<file path="src/rtl/id_hazard_if.sv">
// ID-stage bundle: decode slot, MEM/WB producers, WB write port, and ID/EX outputs.
// slave = hazard stage side, master = pipeline/driver side.
interface id_hazard_if #(
  parameter int DW = 32,
  parameter int AW = 5
);
  logic          valid_id;
  logic          branch_id;
  logic          use_rs_id;
  logic          use_rt_id;
  logic [AW-1:0] rs_id;
  logic [AW-1:0] rt_id;
  logic [AW-1:0] dest_id;
  logic          regwrite_id;
  logic          load_id;
  logic          md_start_id;
  logic          md_use_id;
  logic [AW-1:0] mem_dest;
  logic          mem_regwrite;
  logic          mem_load;
  logic [DW-1:0] mem_data;
  logic [AW-1:0] wb_dest;
  logic          wb_we;
  logic [DW-1:0] wb_data;
  logic          flush;
  logic          stall;
  logic          ex_valid;
  logic          ex_regwrite;
  logic          ex_load;
  logic [DW-1:0] ex_rd1;
  logic [DW-1:0] ex_rd2;
  logic [AW-1:0] ex_dest;
  logic [DW-1:0] op_a;
  logic [DW-1:0] op_b;
  logic          cmp_eq;
  logic          md_busy;

  modport slave (
    input  valid_id, branch_id, use_rs_id, use_rt_id, rs_id, rt_id, dest_id,
           regwrite_id, load_id, md_start_id, md_use_id,
           mem_dest, mem_regwrite, mem_load, mem_data,
           wb_dest, wb_we, wb_data, flush,
    output stall, ex_valid, ex_regwrite, ex_load, ex_rd1, ex_rd2, ex_dest,
           op_a, op_b, cmp_eq, md_busy
  );

  modport master (
    output valid_id, branch_id, use_rs_id, use_rt_id, rs_id, rt_id, dest_id,
           regwrite_id, load_id, md_start_id, md_use_id,
           mem_dest, mem_regwrite, mem_load, mem_data,
           wb_dest, wb_we, wb_data, flush,
    input  stall, ex_valid, ex_regwrite, ex_load, ex_rd1, ex_rd2, ex_dest,
           op_a, op_b, cmp_eq, md_busy
  );
endinterface

</file>
<file path="src/rtl/id_hazard_stage.sv">
// Decode stage: register file with MEM/WB bypass, hazard detection (load-use,
// branch-in-ID, mult/div busy) and the ID/EX pipeline register.
module id_hazard_stage #(
  parameter int DW     = 32,
  parameter int NREG   = 32,
  parameter int MD_LAT = 5
) (
  input  logic         clk,
  input  logic         rst_n,
  id_hazard_if.slave   bus
);
  localparam int          AW      = $clog2(NREG);
  localparam int unsigned NR      = NREG;
  localparam logic [7:0]  MD_INIT = 8'(MD_LAT);

  logic [DW-1:0] r_rf [NREG];
  logic          r_ex_valid;
  logic          r_ex_regwrite;
  logic          r_ex_load;
  logic [AW-1:0] r_ex_dest;
  logic [DW-1:0] r_ex_rd1;
  logic [DW-1:0] r_ex_rd2;
  logic [7:0]    r_md_cnt;

  logic          w_md_busy;
  logic          w_hit_ex;
  logic          w_hit_mem;
  logic          w_stall;
  logic          w_md_accept;
  logic          w_mem_fwd;
  logic [DW-1:0] w_op_a;
  logic [DW-1:0] w_op_b;

  // Bypass priority: r0, then MEM (non-load), then WB write-through, then file.
  function automatic logic [DW-1:0] fwd(
    input logic [AW-1:0] a,    input logic [DW-1:0] rf_q,
    input logic          m_ok, input logic [AW-1:0] m_dst, input logic [DW-1:0] m_dat,
    input logic          w_ok, input logic [AW-1:0] w_dst, input logic [DW-1:0] w_dat
  );
    if (a == '0)                return '0;
    if (m_ok && (m_dst == a))   return m_dat;
    if (w_ok && (w_dst == a))   return w_dat;
    return rf_q;
  endfunction

  assign w_mem_fwd = bus.mem_regwrite && !bus.mem_load;

  always_comb begin
    w_op_a = fwd(bus.rs_id, r_rf[bus.rs_id], w_mem_fwd, bus.mem_dest, bus.mem_data,
                 bus.wb_we, bus.wb_dest, bus.wb_data);
    w_op_b = fwd(bus.rt_id, r_rf[bus.rt_id], w_mem_fwd, bus.mem_dest, bus.mem_data,
                 bus.wb_we, bus.wb_dest, bus.wb_data);
  end

  assign w_hit_ex  = (r_ex_dest != '0) &&
                     ((bus.use_rs_id && (r_ex_dest == bus.rs_id)) ||
                      (bus.use_rt_id && (r_ex_dest == bus.rt_id)));
  assign w_hit_mem = (bus.mem_dest != '0) &&
                     ((bus.use_rs_id && (bus.mem_dest == bus.rs_id)) ||
                      (bus.use_rt_id && (bus.mem_dest == bus.rt_id)));

  assign w_md_busy = (r_md_cnt != '0);

  assign w_stall = bus.valid_id && (
                     (r_ex_valid && r_ex_load && w_hit_ex) ||
                     (bus.branch_id && r_ex_valid && r_ex_regwrite && w_hit_ex) ||
                     (bus.branch_id && bus.mem_load && w_hit_mem) ||
                     ((bus.md_use_id || bus.md_start_id) && w_md_busy));

  assign w_md_accept = bus.valid_id && bus.md_start_id && !w_stall && !bus.flush;

  always_ff @(posedge clk or negedge rst_n) begin
    if (!rst_n) begin
      for (int unsigned i = 0; i < NR; i++) r_rf[i] <= '0;
    end else if (bus.wb_we && (bus.wb_dest != '0)) begin
      r_rf[bus.wb_dest] <= bus.wb_data;
    end
  end

  // Bubble leaves rd1/rd2 holding their previous contents; they are don't-care.
  always_ff @(posedge clk or negedge rst_n) begin
    if (!rst_n) begin
      r_ex_valid    <= 1'b0;
      r_ex_regwrite <= 1'b0;
      r_ex_load     <= 1'b0;
      r_ex_dest     <= '0;
      r_ex_rd1      <= '0;
      r_ex_rd2      <= '0;
    end else if (bus.flush || w_stall) begin
      r_ex_valid    <= 1'b0;
      r_ex_regwrite <= 1'b0;
      r_ex_load     <= 1'b0;
      r_ex_dest     <= '0;
    end else begin
      r_ex_valid    <= bus.valid_id;
      r_ex_regwrite <= bus.regwrite_id && bus.valid_id;
      r_ex_load     <= bus.load_id && bus.valid_id;
      r_ex_dest     <= bus.dest_id;
      r_ex_rd1      <= w_op_a;
      r_ex_rd2      <= w_op_b;
    end
  end

  always_ff @(posedge clk or negedge rst_n) begin
    if (!rst_n)           r_md_cnt <= '0;
    else if (w_md_accept) r_md_cnt <= MD_INIT;
    else if (w_md_busy)   r_md_cnt <= r_md_cnt - 8'd1;
  end

  assign bus.stall       = w_stall;
  assign bus.ex_valid    = r_ex_valid;
  assign bus.ex_regwrite = r_ex_regwrite;
  assign bus.ex_load     = r_ex_load;
  assign bus.ex_dest     = r_ex_dest;
  assign bus.ex_rd1      = r_ex_rd1;
  assign bus.ex_rd2      = r_ex_rd2;
  assign bus.op_a        = w_op_a;
  assign bus.op_b        = w_op_b;
  assign bus.cmp_eq      = (w_op_a == w_op_b);
  assign bus.md_busy     = w_md_busy;
endmodule
</file>
<file path="src/flat_wrapper.sv">
// flat-port wrapper written by rule: the top's interface ports become plain ports
module id_hazard_stage_flat 
#(
  parameter int DW     = 32,
  parameter int NREG   = 32,
  parameter int MD_LAT = 5
)
  (clk, rst_n, bus_valid_id, bus_branch_id, bus_use_rs_id, bus_use_rt_id, bus_rs_id, bus_rt_id, bus_dest_id, bus_regwrite_id, bus_load_id, bus_md_start_id, bus_md_use_id, bus_mem_dest, bus_mem_regwrite, bus_mem_load, bus_mem_data, bus_wb_dest, bus_wb_we, bus_wb_data, bus_flush, bus_stall, bus_ex_valid, bus_ex_regwrite, bus_ex_load, bus_ex_rd1, bus_ex_rd2, bus_ex_dest, bus_op_a, bus_op_b, bus_cmp_eq, bus_md_busy);
  id_hazard_if #(.DW(DW)) bus_i ();
  input  logic clk;
  input  logic rst_n;
  input wire logic [$bits(bus_i.valid_id)-1:0] bus_valid_id;
  input wire logic [$bits(bus_i.branch_id)-1:0] bus_branch_id;
  input wire logic [$bits(bus_i.use_rs_id)-1:0] bus_use_rs_id;
  input wire logic [$bits(bus_i.use_rt_id)-1:0] bus_use_rt_id;
  input wire logic [$bits(bus_i.rs_id)-1:0] bus_rs_id;
  input wire logic [$bits(bus_i.rt_id)-1:0] bus_rt_id;
  input wire logic [$bits(bus_i.dest_id)-1:0] bus_dest_id;
  input wire logic [$bits(bus_i.regwrite_id)-1:0] bus_regwrite_id;
  input wire logic [$bits(bus_i.load_id)-1:0] bus_load_id;
  input wire logic [$bits(bus_i.md_start_id)-1:0] bus_md_start_id;
  input wire logic [$bits(bus_i.md_use_id)-1:0] bus_md_use_id;
  input wire logic [$bits(bus_i.mem_dest)-1:0] bus_mem_dest;
  input wire logic [$bits(bus_i.mem_regwrite)-1:0] bus_mem_regwrite;
  input wire logic [$bits(bus_i.mem_load)-1:0] bus_mem_load;
  input wire logic [$bits(bus_i.mem_data)-1:0] bus_mem_data;
  input wire logic [$bits(bus_i.wb_dest)-1:0] bus_wb_dest;
  input wire logic [$bits(bus_i.wb_we)-1:0] bus_wb_we;
  input wire logic [$bits(bus_i.wb_data)-1:0] bus_wb_data;
  input wire logic [$bits(bus_i.flush)-1:0] bus_flush;
  output wire logic [$bits(bus_i.stall)-1:0] bus_stall;
  output wire logic [$bits(bus_i.ex_valid)-1:0] bus_ex_valid;
  output wire logic [$bits(bus_i.ex_regwrite)-1:0] bus_ex_regwrite;
  output wire logic [$bits(bus_i.ex_load)-1:0] bus_ex_load;
  output wire logic [$bits(bus_i.ex_rd1)-1:0] bus_ex_rd1;
  output wire logic [$bits(bus_i.ex_rd2)-1:0] bus_ex_rd2;
  output wire logic [$bits(bus_i.ex_dest)-1:0] bus_ex_dest;
  output wire logic [$bits(bus_i.op_a)-1:0] bus_op_a;
  output wire logic [$bits(bus_i.op_b)-1:0] bus_op_b;
  output wire logic [$bits(bus_i.cmp_eq)-1:0] bus_cmp_eq;
  output wire logic [$bits(bus_i.md_busy)-1:0] bus_md_busy;
  assign bus_i.valid_id = bus_valid_id;
  assign bus_i.branch_id = bus_branch_id;
  assign bus_i.use_rs_id = bus_use_rs_id;
  assign bus_i.use_rt_id = bus_use_rt_id;
  assign bus_i.rs_id = bus_rs_id;
  assign bus_i.rt_id = bus_rt_id;
  assign bus_i.dest_id = bus_dest_id;
  assign bus_i.regwrite_id = bus_regwrite_id;
  assign bus_i.load_id = bus_load_id;
  assign bus_i.md_start_id = bus_md_start_id;
  assign bus_i.md_use_id = bus_md_use_id;
  assign bus_i.mem_dest = bus_mem_dest;
  assign bus_i.mem_regwrite = bus_mem_regwrite;
  assign bus_i.mem_load = bus_mem_load;
  assign bus_i.mem_data = bus_mem_data;
  assign bus_i.wb_dest = bus_wb_dest;
  assign bus_i.wb_we = bus_wb_we;
  assign bus_i.wb_data = bus_wb_data;
  assign bus_i.flush = bus_flush;
  assign bus_stall = bus_i.stall;
  assign bus_ex_valid = bus_i.ex_valid;
  assign bus_ex_regwrite = bus_i.ex_regwrite;
  assign bus_ex_load = bus_i.ex_load;
  assign bus_ex_rd1 = bus_i.ex_rd1;
  assign bus_ex_rd2 = bus_i.ex_rd2;
  assign bus_ex_dest = bus_i.ex_dest;
  assign bus_op_a = bus_i.op_a;
  assign bus_op_b = bus_i.op_b;
  assign bus_cmp_eq = bus_i.cmp_eq;
  assign bus_md_busy = bus_i.md_busy;
  id_hazard_stage #(.DW(DW), .NREG(NREG), .MD_LAT(MD_LAT)) u_core (.clk(clk), .rst_n(rst_n), .bus(bus_i));
endmodule
</file>
<file path="config.mk">
export PLATFORM = sky130hd
export DESIGN_NAME = id_hazard_stage_flat
export DESIGN_NICKNAME = d
export VERILOG_FILES = /design/src/rtl/id_hazard_if.sv /design/src/rtl/id_hazard_stage.sv /design/src/flat_wrapper.sv
export SDC_FILE = /design/constraint.sdc
export NUM_CORES = 2
export LEC_CHECK = 0
export CORE_MARGIN = 2
export CORE_UTILIZATION = 35
export DETAILED_ROUTE_END_ITERATION = 10
export GPL_TIMING_DRIVEN = 0
export HOLD_SLACK_MARGIN = 0.1
export PLACE_DENSITY = 0.5
export SLEW_MARGIN = 20
export SYNTH_ARGS = -nofsm -noshare
export SYNTH_HDL_FRONTEND = slang
export SYNTH_SLANG_ARGS = --single-unit
</file>
<file path="constraint.sdc">
create_clock -name clk -period 15.3 [get_ports clk]
set_input_delay 3.825 -clock clk [delete_from_list [all_inputs] [get_ports clk]]
set_output_delay 3.825 -clock clk [all_outputs]
set_load 0.02 [all_outputs]
</file>
* Word level (Yosys, flattened, before mapping) *
Cells that the tools add are included.

word-level totals
  bits in registers = 1104
  input bits = 103
  output and inout port bits = 139

cells by class
  add/subtract/negate cells = 1
  magnitude comparators = 4
  equal/unequal tests = 7
  muxes and demuxes = 39
  bitwise operators = 3
  reductions and logical operators = 44

operators by type and width
  cell                                                                          number
  1024-bit bitwise mux                                                          1
  32-bit 2-to-1 mux                                                             17
  32-bit binary-select mux with 5-bit select                                    2
  32-bit demux with 5-bit select                                                1
  32-bit equality test                                                          1
  5-bit equality test                                                           6
  1-bit logical AND                                                             27
  6-bit >= comparator, second input constant                                    3
  5-bit NOT with 6-bit output                                                   3
  8-bit 2-to-1 mux                                                              2
  1-bit 2-to-1 mux                                                              15
  5-bit nonzero test                                                            3
  5-bit zero test                                                               2
  8-bit nonzero test                                                            1
  8-bit by 1-bit subtractor with 8-bit output, second input constant            1
  1-bit logical OR                                                              7
  6-bit by 1-bit less-than comparator with 1-bit output, second input constant  1
  5-bit 2-to-1 mux                                                              1
  1-bit zero test                                                               3
  2-bit nonzero test                                                            1

* Longest topological paths before layout *
  depth after elaboration = 13
  depth in mapped cells = 15

* Least setup slack after synthesis *
OpenSTA, ideal clock, no wires.

  path kind = input-to-output
  start = input port bus_rt_id[0]
  end = output port bus_cmp_eq
  data arrival time = 6.988 ns
  required time = 11.475 ns
  slack = 4.487 ns
  stages = 11
  buffers on the path = 3
  path through = buf_4 buf_6 buf_2 or3b_2 o22ai_1 a211o_1 a21oi_1 o41ai_1 xnor2_1 nand4_1 nor4_2

on the way
  word-level cells in the longest chain between the ends = 9

RTL lines
  what                                                                                                line                    RTL
  start, declared                                                                                     flat_wrapper.sv:17      input wire logic [$bits(bus_i.rt_id)-1:0] bus_rt_id;
  parallel branches: the longest is 7 deep, another holds 32-bit binary-select mux with 5-bit select  -
  32-bit 2-to-1 mux *                                                                                 id_hazard_stage.sv:41   if (m_ok && (m_dst == a)) return m_dat;
  net bus_op_b[18]                                                                                    flat_wrapper.sv:39      output wire logic [$bits(bus_i.op_b)-1:0] bus_op_b;
  32-bit equality test *                                                                              id_hazard_stage.sv:119  assign bus.cmp_eq = (w_op_a == w_op_b);
  end, declared                                                                                       flat_wrapper.sv:40      output wire logic [$bits(bus_i.cmp_eq)-1:0] bus_cmp_eq;

Mark *: on every way through the listed nets, which the timed path passes. The select of a mux whose other input is x is not followed.

* Final worst setup path *
  start = input port bus_rs_id[1]
  end = output port bus_cmp_eq

on the way
  word-level cells in the longest chain between the ends = 9

RTL lines
  what                                                                                                line                    RTL
  start, declared                                                                                     flat_wrapper.sv:16      input wire logic [$bits(bus_i.rs_id)-1:0] bus_rs_id;
  parallel branches: the longest is 7 deep, another holds 32-bit binary-select mux with 5-bit select  -
  32-bit 2-to-1 mux *                                                                                 id_hazard_stage.sv:41
  32-bit equality test *                                                                              id_hazard_stage.sv:119

Every way passes the cells marked *. The select of a mux whose other input is x is not followed.

==> metrics.txt <==
status=complete, but fails checks; failing checks=negative setup slack; Post-Place Cells=about 6700; via-per-instance ratio=6.71; port buffer count=228; DR DRC count=0; post-route ant nets=0; post-synth cell types=between 70 and 80; FP Rows=151; Pins Over Slew Limit=0; via count=46600; Cell Chain, Critical Path=clkdlybuf4s50_1, buf_2, buf_4, buf_2, buf_2, mux4_2, a21oi_1, a211o_1, a21oi_1, xor2_1, nor4_1, nand4_1, nor4_2, clkdlybuf4s50_1; CP top delay family=buffers and inverters; largest cells by area after synthesis=dfrtp_1 (46%), mux2_2 (21%), mux4_2 (15%); Total GRT Usage=38.3%; Max Fclk=65.2 MHz; Routed WL=336000 um; Max FO, Critical Path=10; Final #Nets=4702; number of flops mapped to enable cells by yosys=0; Ys Warns=0; Synth async-reset ratio=100%; CTS tree=yes; Initial Util=35.2%; Leakage=30.2 nW; clock sink count=between 1000 and 1500; Rel. slew slack=10.9%; Final min period=15.33 ns; Final Cycle Share=100%; Synth area leader=dfrtp_1; Post-CTS Resized=0; RSZ-0062 raised after global routing=false; Setup CP Type=input pin to output port; Post-DP Area=65900 sq um; # setup viols final=1; syn avg cell area=14.2 sq um; GRT overflow=0; die area=~170000 sq um; CP bufs+invs=6; post-CTS setup buffer count=0; critical path depth=14; Syn Inst Count=4189; H-tree depth=4; vias in the first global route=45200; die height=417 um; worst endpoint required time=11.48 ns; P per Cell Area=138 nW/um^2; largest net degree at the start of global routing=approximately 140; clk_lat worst skew=0.83 ns; CTS clock-pin slew for the worst setup and hold paths=approximately 0.060 ns; WP data arrival=11.50 ns; Max stage delay on crit path=~0.95 ns; worst r2r src=u_core.r_md_cnt[0]$_DFFE_PN0P_; top cells by count, synth=mux2_2 (1107), dfrtp_1 (1104), mux4_2 (403); Synthesized Nets=4293; Startpoint Class=input pin; most common cell in the synthesized netlist=mux2_2; initial DRC count=6814; VDD IR-drop max=~0.00013 V; Setup Skew=0.0289 ns; PnR worst setup slack=-0.0292 ns; Post-synth top flop=dfrtp_1; Yosys reg bits=1104; post-synth top area share=46.4%; Worst setup EP type=output port; most repeated library cell on the critical path=buf_2; Clock Root Buffer=clkbuf_16; Hold Path Class=register to register; fin util=a little over two fifths; max cap viols=0; Register-to-Register Setup Slack=around 12 ns; Worst-Margin Slew=1.33 ns; first-pass GRT wire length=between 400000 and 500000 um; routability cong.=1.06; FF-to-FF path depth=12; CTS max path bufs=3; hold_buf cts=0; area grow syn2layout=18.3%; endpoints failing hold=0; Final HPWL DP=235000 um; worst-path cell with the longest stage delay=buf_2; final non-filler cell total=6942; Die W=417 um; R2R Path End=u_core.bus.ex_rd1[15]$_DFFE_PN0N_; Post-Syn Area=approximately 60000 sq um; crit path capture=bus_cmp_eq; initial antenna violation count=35; design area=70500 sq um; area of the core=169000 sq um; CTS Buf Count=137; sequential fraction of the synthesis area=between 40% and 50%; share of cells above drive strength 1=44.3%; wire per inst=48.3 um; I/O pins=242; Pre-antenna DRT Iters=6; crit path from=bus_rs_id[1]
worst register-to-register path, delay by kind of cell (launching register included):
| kind | cells | cell delay (ns) |
|---|---|---|
| compound gates | 2 | 0.42 |
| fa+ha+maj | 1 | 0.22 |
| buf+inv | 4 | 1.41 |
| flops | 1 | 0.38 |
| mux | 1 | 0.46 |
| simple gates | 4 | 0.38 |
cells in the final DEF, fill, tap and decap left out, drive strengths merged, types with 41 or more instances in the layout:
| cell type | count |
|---|---|
| mux2 | 1107 |
| dfrtp | 1104 |
| clkbuf | 484 |
| mux4 | 403 |
| mux2i | 248 |
| buf | 233 |
| clkdlybuf4s50 | 227 |
| a21oi | 159 |
| o221ai | 99 |
| nand2 | 84 |
| nor3 | 62 |
| nor2 | 45 |
| a211o | 41 |
worst min path at each step:
stage,from,to,slack (ns),cells past startpoint
CTS,u_core.r_rf[1011]$_DFFE_PN0P_,u_core.r_rf[1011]$_DFFE_PN0P_,0.48,1
detailed placement,u_core.r_rf[995]$_DFFE_PN0P_,u_core.r_rf[995]$_DFFE_PN0P_,0.47,1
finish,u_core.r_rf[995]$_DFFE_PN0P_,u_core.r_rf[995]$_DFFE_PN0P_,0.48,1
global placement,u_core.r_rf[996]$_DFFE_PN0P_,u_core.r_rf[996]$_DFFE_PN0P_,0.46,1
global route,u_core.r_rf[1011]$_DFFE_PN0P_,u_core.r_rf[1011]$_DFFE_PN0P_,0.50,1
floorplan,u_core.r_rf[1002]$_DFFE_PN0P_,u_core.r_rf[1002]$_DFFE_PN0P_,0.44,1
metal layers:
| metal | up-vias | share of wire (%) | global-route usage (%) |
|---|---|---|---|
| li1 | 17000 | - | - |
| met1 | 25100 | 38 | 48.0 |
| met2 | 3471 | 40 | 52.4 |
| met4 | 14 | 8.6 | 28.0 |
| met3 | 981 | 13 | 16.2 |
| met5 | - | 0.028 | 0 |
cells by family (layout without fill, tap and decap cells):
logic type / Yosys count / after routing / synth area share (%)
xor gates and xnor gates: 66 / 66 / 0.970
adders and majority gates: 1 / 1 / 0.0210
DFF: 1104 / 1104 / 46.4
and+or+nand+nor: 280 / 280 / 2.38
buffers and inverters: 485 / 1001 / 3.93
AOI/OAI and AO/OA: 495 / 495 / 6.02
other: 0 / 19 / 0
muxes: 1758 / 1758 / 40.3
sequential cells by signal, summed over array words and instances (netlist names):
name,flops
u_core.bus.ex_dest,5
u_core.bus.ex_load,1
u_core.bus.ex_rd1,32
u_core.bus.ex_rd2,32
u_core.bus.ex_regwrite,1
u_core.bus.ex_valid,1
u_core.r_md_cnt,8
u_core.r_rf,1024
metrics by stage:
stage / hold slack [ns] / setup WS, ns / power, mW / setup TNS, ns
6_report: 0.479 / -0.0292 / 9.70 / -0.0292
5_1_grt: 0.496 / 0.336 / 9.95 / 0
4_1_cts: 0.479 / 0.514 / 9.61 / 0
3_5_place_dp: 0.468 / 0.510 / 6.27 / 0
3_3_place_gp: 0.460 / -43.19 / 6.23 / -
2_1_floorplan: 0.441 / 4.49 / 5.23 / 0
cell type report:
type | count | area, sq um
Timing Repair Buffer | 270 | 3320
Sequential cell | 1104 | 27600
Inverter | 16 | 60.1
Tap cell | 2218 | 2780
Clock buffer | 205 | 4090
Clock inverter | 41 | 459
Antenna cell | 19 | 47.5
Multi-Input combinational cell | 2600 | 29600
Buffer | 469 | 2470
Fill cell | 15700 | 98800
power breakdown:
group          switching [mW]  internal (mW)
logic                    1.25           1.16
clock network            1.44           1.94
registers               0.417           3.49
total                    3.11           6.59
(Power assumes the default switching activity.)
